## config.mk

```make
export PLATFORM = sky130hd
export DESIGN_NAME = riscv_run_ctrl
export DESIGN_NICKNAME = d
export VERILOG_FILES = /design/src/rtl/riscv_run_pkg.sv /design/src/rtl/riscv_hart_monitor.sv /design/src/rtl/riscv_run_ctrl.sv
export SDC_FILE = /design/constraint.sdc
export NUM_CORES = 1
export LEC_CHECK = 0
export ABC_AREA = 1
export ABC_CLOCK_PERIOD_IN_PS = 2500
export CAP_MARGIN = 10
export CORE_ASPECT_RATIO = 0.9
export CORE_MARGIN = 3
export CORE_UTILIZATION = 55
export CTS_BUF_LIST = sky130_fd_sc_hd__clkbuf_2 sky130_fd_sc_hd__clkbuf_4 sky130_fd_sc_hd__clkbuf_8
export CTS_CLUSTER_DIAMETER = 200
export DETAILED_ROUTE_END_ITERATION = 12
export PLACE_DENSITY = 0.89
export SYNTH_ARGS = -nofsm -noshare
export SYNTH_HDL_FRONTEND = slang
export SYNTH_HIERARCHICAL = 1
export SYNTH_SLANG_ARGS = --single-unit
export TNS_END_PERCENT = 100
```

## constraint.sdc

```tcl
create_clock -name clk -period 2.5 [get_ports clk]
set_clock_uncertainty 0.2 [all_clocks]
set_input_delay 0.25 -clock clk [delete_from_list [all_inputs] [get_ports clk]]
set_output_delay 0.25 -clock clk [all_outputs]
set_load 0.01 [all_outputs]
```

## src/rtl/riscv_run_pkg.sv

```systemverilog
`default_nettype none
// ============================================================================
// Module : riscv_run_pkg
// Brief  : Shared state encoding and default parameters for the run controller
// Rev    : 1.0 - initial release
// ============================================================================
package riscv_run_pkg;

    typedef enum logic [1:0] {
        ST_HOLD    = 2'd0,
        ST_RUN     = 2'd1,
        ST_DONE    = 2'd2,
        ST_TIMEOUT = 2'd3
    } run_state_e;

    localparam int c_DEF_NUM_HARTS   = 1;
    localparam int c_DEF_PC_W        = 32;
    localparam int c_DEF_RST_CYCLES  = 2;
    localparam int c_DEF_MAX_CYCLES  = 52;
    localparam int c_DEF_STALL_LIMIT = 16;

endpackage
`default_nettype wire

```

## src/rtl/riscv_hart_monitor.sv

```systemverilog
`default_nettype none
// ============================================================================
// Module : riscv_hart_monitor
// Brief  : Per-hart completion detector (explicit halt request or PC stall)
// Rev    : 1.0 - initial release
// ============================================================================
module riscv_hart_monitor
    import riscv_run_pkg::*;
#(
    parameter int PC_W        = c_DEF_PC_W,
    parameter int STALL_LIMIT = c_DEF_STALL_LIMIT
) (
    input  logic            clk,
    input  logic            rst,
    input  logic            i_clr,
    input  logic            i_en,
    input  logic [PC_W-1:0] i_pc,
    input  logic            i_instr_valid,
    input  logic            i_halt_req,
    output logic            o_halt_now,
    output logic            o_halted
);

    localparam int c_SW = $clog2(STALL_LIMIT + 1);

    logic [PC_W-1:0] r_last_pc;
    logic [c_SW-1:0] r_stall;
    logic            r_halted;

    logic w_active;
    logic w_advance;
    logic w_at_limit;
    logic w_halt_now;

    assign w_active   = i_en & ~r_halted;
    assign w_advance  = i_instr_valid & (i_pc != r_last_pc);
    assign w_at_limit = (r_stall == c_SW'(STALL_LIMIT));
    // The stall limit is judged on the registered count, so the hart is
    // flagged one cycle after the count reaches the limit.
    assign w_halt_now = w_active & (i_halt_req | w_at_limit);

    always_ff @(posedge clk or posedge rst) begin
        if (rst) begin
            r_last_pc <= '1;
            r_stall   <= '0;
            r_halted  <= 1'b0;
        end else if (i_clr) begin
            r_last_pc <= '1;
            r_stall   <= '0;
            r_halted  <= 1'b0;
        end else if (w_active) begin
            if (w_advance) begin
                r_last_pc <= i_pc;
                r_stall   <= '0;
            end else if (!w_at_limit) begin
                r_stall <= r_stall + 1'b1;
            end
            if (w_halt_now) begin
                r_halted <= 1'b1;
            end
        end
    end

    assign o_halt_now = w_halt_now;
    assign o_halted   = r_halted;

endmodule
`default_nettype wire

```

## src/rtl/riscv_run_ctrl.sv

```systemverilog
`default_nettype none
// ============================================================================
// Module : riscv_run_ctrl
// Brief  : Core reset sequencing, run-cycle budget and DONE/TIMEOUT reporting
// Rev    : 1.0 - initial release
// ============================================================================
module riscv_run_ctrl
    import riscv_run_pkg::*;
#(
    parameter int NUM_HARTS   = c_DEF_NUM_HARTS,
    parameter int PC_W        = c_DEF_PC_W,
    parameter int RST_CYCLES  = c_DEF_RST_CYCLES,
    parameter int MAX_CYCLES  = c_DEF_MAX_CYCLES,
    parameter int STALL_LIMIT = c_DEF_STALL_LIMIT,
    parameter int CNT_W       = $clog2(MAX_CYCLES + 1)
) (
    input  logic                      clk,
    input  logic                      rst,
    input  logic                      restart_i,
    input  logic [NUM_HARTS*PC_W-1:0] pc_i,
    input  logic [NUM_HARTS-1:0]      instr_valid_i,
    input  logic [NUM_HARTS-1:0]      halt_req_i,
    output logic                      core_rst_o,
    output logic                      core_clk_en_o,
    output logic                      running_o,
    output logic                      done_o,
    output logic                      timeout_o,
    output logic [NUM_HARTS-1:0]      hart_halted_o,
    output logic [CNT_W-1:0]          cycle_cnt_o
);

    localparam int c_HW = (RST_CYCLES > 1) ? $clog2(RST_CYCLES) : 1;

    run_state_e       r_state;
    run_state_e       w_state_nxt;
    logic [c_HW-1:0]  r_hold_cnt;
    logic [CNT_W-1:0] r_cycle_cnt;
    logic             r_core_rst;
    logic             r_clk_en;
    logic             r_running;
    logic             r_done;
    logic             r_timeout;

    logic                 w_restart;
    logic                 w_run;
    logic                 w_hold_last;
    logic                 w_budget_end;
    logic                 w_all_halted;
    logic [NUM_HARTS-1:0] w_halt_now;
    logic [NUM_HARTS-1:0] w_halted;

    assign w_restart    = restart_i & (r_state != ST_HOLD);
    assign w_run        = (r_state == ST_RUN);
    assign w_hold_last  = (r_hold_cnt == c_HW'(RST_CYCLES - 1));
    assign w_budget_end = (r_cycle_cnt == CNT_W'(MAX_CYCLES - 1));
    // Harts halting this very cycle count as halted, so DONE beats TIMEOUT on a tie.
    assign w_all_halted = &(w_halted | w_halt_now);

    generate
        for (genvar h = 0; h < NUM_HARTS; h++) begin : g_hart
            riscv_hart_monitor #(
                .PC_W       (PC_W),
                .STALL_LIMIT(STALL_LIMIT)
            ) u_mon (
                .clk          (clk),
                .rst          (rst),
                .i_clr        (w_restart),
                .i_en         (w_run),
                .i_pc         (pc_i[h*PC_W +: PC_W]),
                .i_instr_valid(instr_valid_i[h]),
                .i_halt_req   (halt_req_i[h]),
                .o_halt_now   (w_halt_now[h]),
                .o_halted     (w_halted[h])
            );
        end
    endgenerate

    always_comb begin
        w_state_nxt = r_state;
        if (w_restart) begin
            w_state_nxt = ST_HOLD;
        end else begin
            case (r_state)
                ST_HOLD: begin
                    if (w_hold_last) w_state_nxt = ST_RUN;
                end
                ST_RUN: begin
                    if (w_all_halted)      w_state_nxt = ST_DONE;
                    else if (w_budget_end) w_state_nxt = ST_TIMEOUT;
                end
                default: w_state_nxt = r_state;
            endcase
        end
    end

    always_ff @(posedge clk or posedge rst) begin
        if (rst) begin
            r_state     <= ST_HOLD;
            r_hold_cnt  <= '0;
            r_cycle_cnt <= '0;
            r_core_rst  <= 1'b1;
            r_clk_en    <= 1'b1;
            r_running   <= 1'b0;
            r_done      <= 1'b0;
            r_timeout   <= 1'b0;
        end else begin
            r_state    <= w_state_nxt;
            r_core_rst <= (w_state_nxt == ST_HOLD);
            r_clk_en   <= (w_state_nxt == ST_HOLD) || (w_state_nxt == ST_RUN);
            r_running  <= (w_state_nxt == ST_RUN);
            r_done     <= (w_state_nxt == ST_DONE);
            r_timeout  <= (w_state_nxt == ST_TIMEOUT);
            if (w_restart) begin
                r_hold_cnt  <= '0;
                r_cycle_cnt <= '0;
            end else begin
                if (r_state == ST_HOLD) begin
                    r_hold_cnt <= w_hold_last ? '0 : r_hold_cnt + 1'b1;
                end
                // The count freezes on the edge that leaves RUN.
                if (w_run && (w_state_nxt == ST_RUN)) begin
                    r_cycle_cnt <= r_cycle_cnt + 1'b1;
                end
            end
        end
    end

    assign core_rst_o    = r_core_rst;
    assign core_clk_en_o = r_clk_en;
    assign running_o     = r_running;
    assign done_o        = r_done;
    assign timeout_o     = r_timeout;
    assign hart_halted_o = w_halted;
    assign cycle_cnt_o   = r_cycle_cnt;

endmodule
`default_nettype wire

```

======== Word-level counts from Yosys, hierarchy flattened ========
Cells that the tools add are included.
storage, ports and cells
  input bits .............................. 37
  word-level logic and storage cells ...... 62
  output and inout port bits .............. 12
  bits in read-only memories .............. 0
  memories ................................ 0
  memory bits (writable) .................. 0
  latch bits .............................. 0
  register bits ........................... 52
operators by class
  bitwise gates (word level) .............. 7
  $mul .................................... 0
  magnitude comparators ................... 0
  add/subtract/negate cells ............... 3
  multiplexer cells ....................... 20
  reduce and logical (&&, ||, !) cells .... 13
  equal/unequal tests ..................... 8
  div/mod/pow operators ................... 0
  shifts and indexed selects .............. 0
operator list
  operator               number
  $mux W32               3
  $ne A32 B32 Y1         1
  $mux W5                4
  $mux W6                2
  $reduce_bool A2 Y1     6
  $mux W2                4
  $add A6 B1 Y6 const B  1
  $eq A6 B6 Y1 const B   1
  $mux W1                6
  $reduce_and A2 Y1      3
  $add A5 B1 Y5 const B  1
  $eq A5 B5 Y1 const B   1
  $and A1 B1 Y1          4
  $eq A2 B1 Y1 const B   2
  $eq A2 B2 Y1 const B   2
  $logic_not A2 Y1       2
  $pmux W2 S2            1
  $ne A3 B1 Y1 const B   1
  $or A1 B1 Y1           2
  $add A1 B1 Y1 const B  1
  $logic_and A1 B1 Y1    1
  $logic_or A1 B1 Y1     1
  $not A1 Y1             1

======== Depth between registers and ports, before layout ========
  depth after elaboration ................. 11
  mapped depth ............................ 14
  gate-level depth less buffers ........... 14

======== By module ========
The synthesis kept the hierarchy.
by module, submodules not included
  module              sequential area each (µm²)  cells an instance  instances  area an instance (µm²)
  riscv_hart_monitor  991.0                       286                1          2337.2
  riscv_run_ctrl      352.8                       88                 1          705.7

======== Worst setup path after synthesis ========
OpenSTA, ideal clock, no wires.
  path type ............................... flip-flop to flip-flop
  start ................................... register r_state[0]
  end ..................................... register g_hart[0].u_mon.r_last_pc[15]
  arrival ................................. 1.621 ns
  data required time ...................... 2.228 ns
  stages on the path, launching flop included .. 9
  setup time .............................. 0.072 ns
  buffers on the path ..................... 2
  clock period less this slack ............ 1.892 ns
  setup slack ............................. 0.608 ns
  path through ............................ dfrtp_1 -> nor2_1 -> nor2_1 -> buf_2 -> inv_2 -> o21ai_1 -> nand2_8 -> buf_6 -> o21ai_1
between the ends
  cells in the longest elaborated chain, start to end .. 4
  elaborated cells between the ends (all ways) .. 8
  those cells by class .................... 1 x eq/ne; 1 x mux; 2 x bitwise; 4 x reduce/logical
RTL lines
  item                          line                      text
  start: declaration            riscv_run_ctrl.sv:34      run_state_e r_state;
  start signal: assignment      riscv_run_ctrl.sv:107     r_state <= w_state_nxt;
  $reduce_bool A2 Y1 *          riscv_run_ctrl.sv:52      assign w_restart = restart_i & (r_state != ST_HOLD);
  $and A1 B1 Y1 *               riscv_run_ctrl.sv:52
  named net w_restart           riscv_run_ctrl.sv:44      logic w_restart;
  $reduce_bool A2 Y1 (no line)  -
  $reduce_and A2 Y1 (no line)   -
  end signal: assignment        riscv_hart_monitor.sv:53  r_last_pc <= i_pc;
  end: declaration              riscv_hart_monitor.sv:26  logic [PC_W-1:0] r_last_pc;
The timed path passes the listed nets; every way through them passes the cells marked *.
A chain may end at the register's enable or synchronous reset.

======== Worst setup path after layout ========
  start ................................... register r_state[1]
  end ..................................... register g_hart[0].u_mon.r_last_pc[30]
between the ends
  cells in the longest elaborated chain, start to end .. 4
  elaborated cells between the ends (all ways) .. 8
  those cells by class .................... 1 x eq/ne; 1 x mux; 2 x bitwise; 4 x reduce/logical
RTL lines
  item                          line                      text
  $eq A2 B1 Y1                  riscv_run_ctrl.sv:53      assign w_run = (r_state == ST_RUN);
  named net w_run               riscv_run_ctrl.sv:45      logic w_run;
  $and A1 B1 Y1                 riscv_hart_monitor.sv:35  assign w_active = i_en & ~r_halted;
  $reduce_bool A2 Y1 (no line)  -
  $reduce_and A2 Y1 (no line)   -
The timed path passes the listed nets, and every way through them passes these cells.

==> results_dict.tcl <==
set metrics [dict create \
    io_pins 49 \
    wl_met3_um 316 \
    yosysSeqAreaShare 0.442 \
    fin_util 0.700 \
    path_class "flop to flop" \
    power_frac_comb 0.461 \
    area.growth.synth_to_final_pct 21.6 \
    htreeDepth 2 \
    hpwl_um 4420 \
    diodes 0 \
    final_cells 491 \
    clk_path_buf_depth 2 \
    async_flop_share 1.00 \
    start_kind "flop" \
    antenna_found_initial 0 \
    synthDistinctLibCells 28 \
    synth_most_common_cell "nand2_1" \
    firstDrtPassIters 5 \
    clockRootBuffer "clkbuf_8" \
    r2r_start "r_state[1]" \
    grt_start_max_net_pins 39 \
    cpMostUsedCell "inv_1" \
    leakage_nw 1.75 \
    relSlewSlack 0.516 \
    slowest_delay_ns 0.57 \
    cp.arrival_ns 2.23 \
    worst_path_max_delay_cell "o21ai_1" \
    route.met2.wl_um 3130 \
    die_width_um 84.4 \
    crit_chain "inv_1 -> nand2_2 -> inv_1 -> inv_1 -> o21ai_1 -> nand2_8 -> buf_12 -> nand2_1 -> o21ai_2" \
    io_buffers 48 \
    vias 2436 \
    clkPwrFrac 0.142 \
    overflow 0 \
    final-seq-area_sq_um 1340 \
    post_cts_resized 0 \
    switching_share 0.396 \
    min_path_type "primary input to async pin" \
    synth_area_leaders "dfstp_2 (29%), dfrtp_1 (15%), nand2_1 (12%), o21ai_2 (8.1%), nor2_1 (6.9%)" \
    ff2ff_setup_slack_ns 0.31 \
    drv_cap 0 \
    p_int_mw 2.60 \
    avgSynthCellArea_sq_um 8.14 \
    grt.total_usage 0.203 \
    start_util 0.576 \
    cts_post_setup_buffers_inserted 0 \
    powerDensity_nw_per_um2 1160 \
    p_seq_frac 0.398 \
    ir_drop_mv 0.767 \
    ys_seq_elements 52 \
    drcViolationCount 0 \
    status "finished clean" \
    routed_via_density 4.96 \
    rr_worst_depth 9 \
    synth_edf_count 0 \
    tritoncts_num_sinks 52 \
    fin_setup_tns_ns 0 \
    rsz0062_at_grt "no" \
    endpoint "g_hart[0].u_mon/r_last_pc[30]" \
    drt-wirelength-per-cell_um 12.7 \
    required_ns 2.54 \
    final_nets 463 \
    cts_tree "yes" \
    detail-route-antenna-nets 0 \
    clk_latency_ns 0.31 \
    core_sq_um 5290 \
    ys_top_cells_by_count "nand2_1 (101), nor2_1 (56), inv_1 (42), dfstp_2 (34), o21ai_2 (28)" \
    slew_viol_final 0 \
    grt_pass1_wl_um 10800 \
    synth_top_area_frac 0.294 \
    yosys_warnings 6 \
    finalSetupViolCount 0 \
    power_switching_mw 1.70 \
    period_share 0.876 \
    gp_congestion 0.863 \
    period_needed_ns 2.19 \
    timing.rr.end "g_hart[0].u_mon/r_last_pc[30]" \
    place_inst 483 \
    layout-drive-gt1-share 0.229 \
    holdBufCountCts 0 \
    multi_input_area_sq_um 1440 \
    grt_pass1_vias 2432 \
    top_layer "met4" \
    num_rows 25 \
    worstSetupEndpointType "flop" \
    m1WireLength_um 2730 \
    clkTransAtPathRegs_ns 0.10 \
    numCtsBuffers 5 \
    fp.dieH_um 76.6 \
    post_synth_instance_area_sq_um 3040 \
    nFillCells 408 \
    finalHoldViolations 0 \
    wl_um 6260 \
    syn_inst 374 \
    worst_pin_slew_ns 0.722 \
    die_area_sq_um 6460 \
    drt_iter0_markers 171 \
    cp-startpoint "r_state[1]" \
    yosysTopAreaCell "dfstp_2" \
    cp_max_fo 24 \
    synth_ff_type "dfstp_2" \
    syn-num-nets 414 \
    p_total_mw 4.31 \
    max_freq_mhz 457 \
]
-- worst max-delay path, delay by kind of cell, from the launching register on --
kind	cells	cell delay, ns
flops	1	0.41
compound gates	2	0.64
simple gates	3	0.43
buf+inv	4	0.46
-- flip-flops by register name (all words and copies together) (netlist names) --
signal                  flops
core_clk_en_o               1
core_rst_o                  1
cycle_cnt_o                 6
done_o                      1
g_hart.u_mon/o_halted       1
g_hart.u_mon/r_last_pc     32
g_hart.u_mon/r_stall        5
r_hold_cnt                  1
r_state                     2
running_o                   1
timeout_o                   1
-- worst min path at each step --
stage	to	startpoint	cells after the start
2_1_floorplan	cycle_cnt_o[0]	rst	1
4_1_cts	cycle_cnt_o[1]	rst	2
6_report	cycle_cnt_o[1]	rst	2
5_1_grt	r_state[1]	rst	2
3_3_place_gp	g_hart[0].u_mon/r_last_pc[12]	g_hart[0].u_mon/r_last_pc[12]	2
3_5_place_dp	g_hart[0].u_mon/r_last_pc[6]	g_hart[0].u_mon/r_last_pc[6]	2
-- cells in the final DEF, fill, tap and decap left out --
cell / instances
ha_1: 3
dfstp_2: 34
nand2_8: 1
o21ai_0: 1
xnor2_1: 24
o21ai_2: 28
dfrtp_1: 18
nor3_1: 1
inv_1: 42
buf_12: 2
nand2_4: 1
nor2_2: 3
nand3_1: 15
buf_4: 3
nor2_4: 1
o21bai_1: 1
clkdlybuf4s50_1: 48
nand2_1: 101
a21oi_2: 1
nor2_1: 55
clkinv_4: 1
inv_2: 2
nand4_1: 7
nand2_2: 12
xor2_1: 5
nand3_2: 1
o21ai_1: 5
a21oi_1: 1
bufinv_16: 1
clkbuf_8: 6
-- area by class of cell --
class                           count  share of cell area
Inverter                           44              0.0446
Timing Repair Buffer               53               0.147
Tap cell                           67              0.0227
Clock buffer                        6              0.0223
Multi-Input combinational cell    267               0.390
Sequential cell                    52               0.363
Clock inverter                      2              0.0105
-- per-stage QoR --
| stage | area, sq um | hold slack [ns] | setup WS [ns] |
|---|---|---|---|
| 2_1_floorplan | 3040 | -0.0622 | 0.608 |
| 3_3_place_gp | 3580 | 0.266 | 0.202 |
| 3_5_place_dp | 3580 | 0.268 | 0.152 |
| 4_1_cts | 3700 | 0.129 | 0.301 |
| 5_1_grt | 3700 | 0.179 | 0.0802 |
| 6_report | 3700 | 0.104 | 0.311 |
-- metal layers --
layer / vias up / track usage
li1: 1243 / -
met1: 1123 / 0.261
met2: 61 / 0.342
met3: 9 / 0.0530
met4: 0 / 0.0522
met5: - / 0
-- kinds of logic (layout without fill, tap and decap cells) --
kind of cell	after synthesis	in the layout	share of synthesized area
buffers and inverters	55	105	0.0847
AO/OA/AOI/OAI	37	37	0.0974
flip-flops	52	52	0.442
XOR/XNOR	29	29	0.0835
adder cells (fa/ha/maj)	3	3	0.0123
AND/OR/NAND/NOR	198	198	0.280
-- power groups by stage --
stage / clock network, mW / registers, mW / logic (mW)
after floorplan: 0 / 1.68 / 1.54
after global placement: 0 / 1.69 / 1.89
after detailed placement: 0 / 1.71 / 1.98
after CTS: 0.622 / 1.71 / 2.01
after global routing: 0.653 / 1.76 / 2.22
final: 0.611 / 1.71 / 1.98
Power figures use the tool's default switching activity.
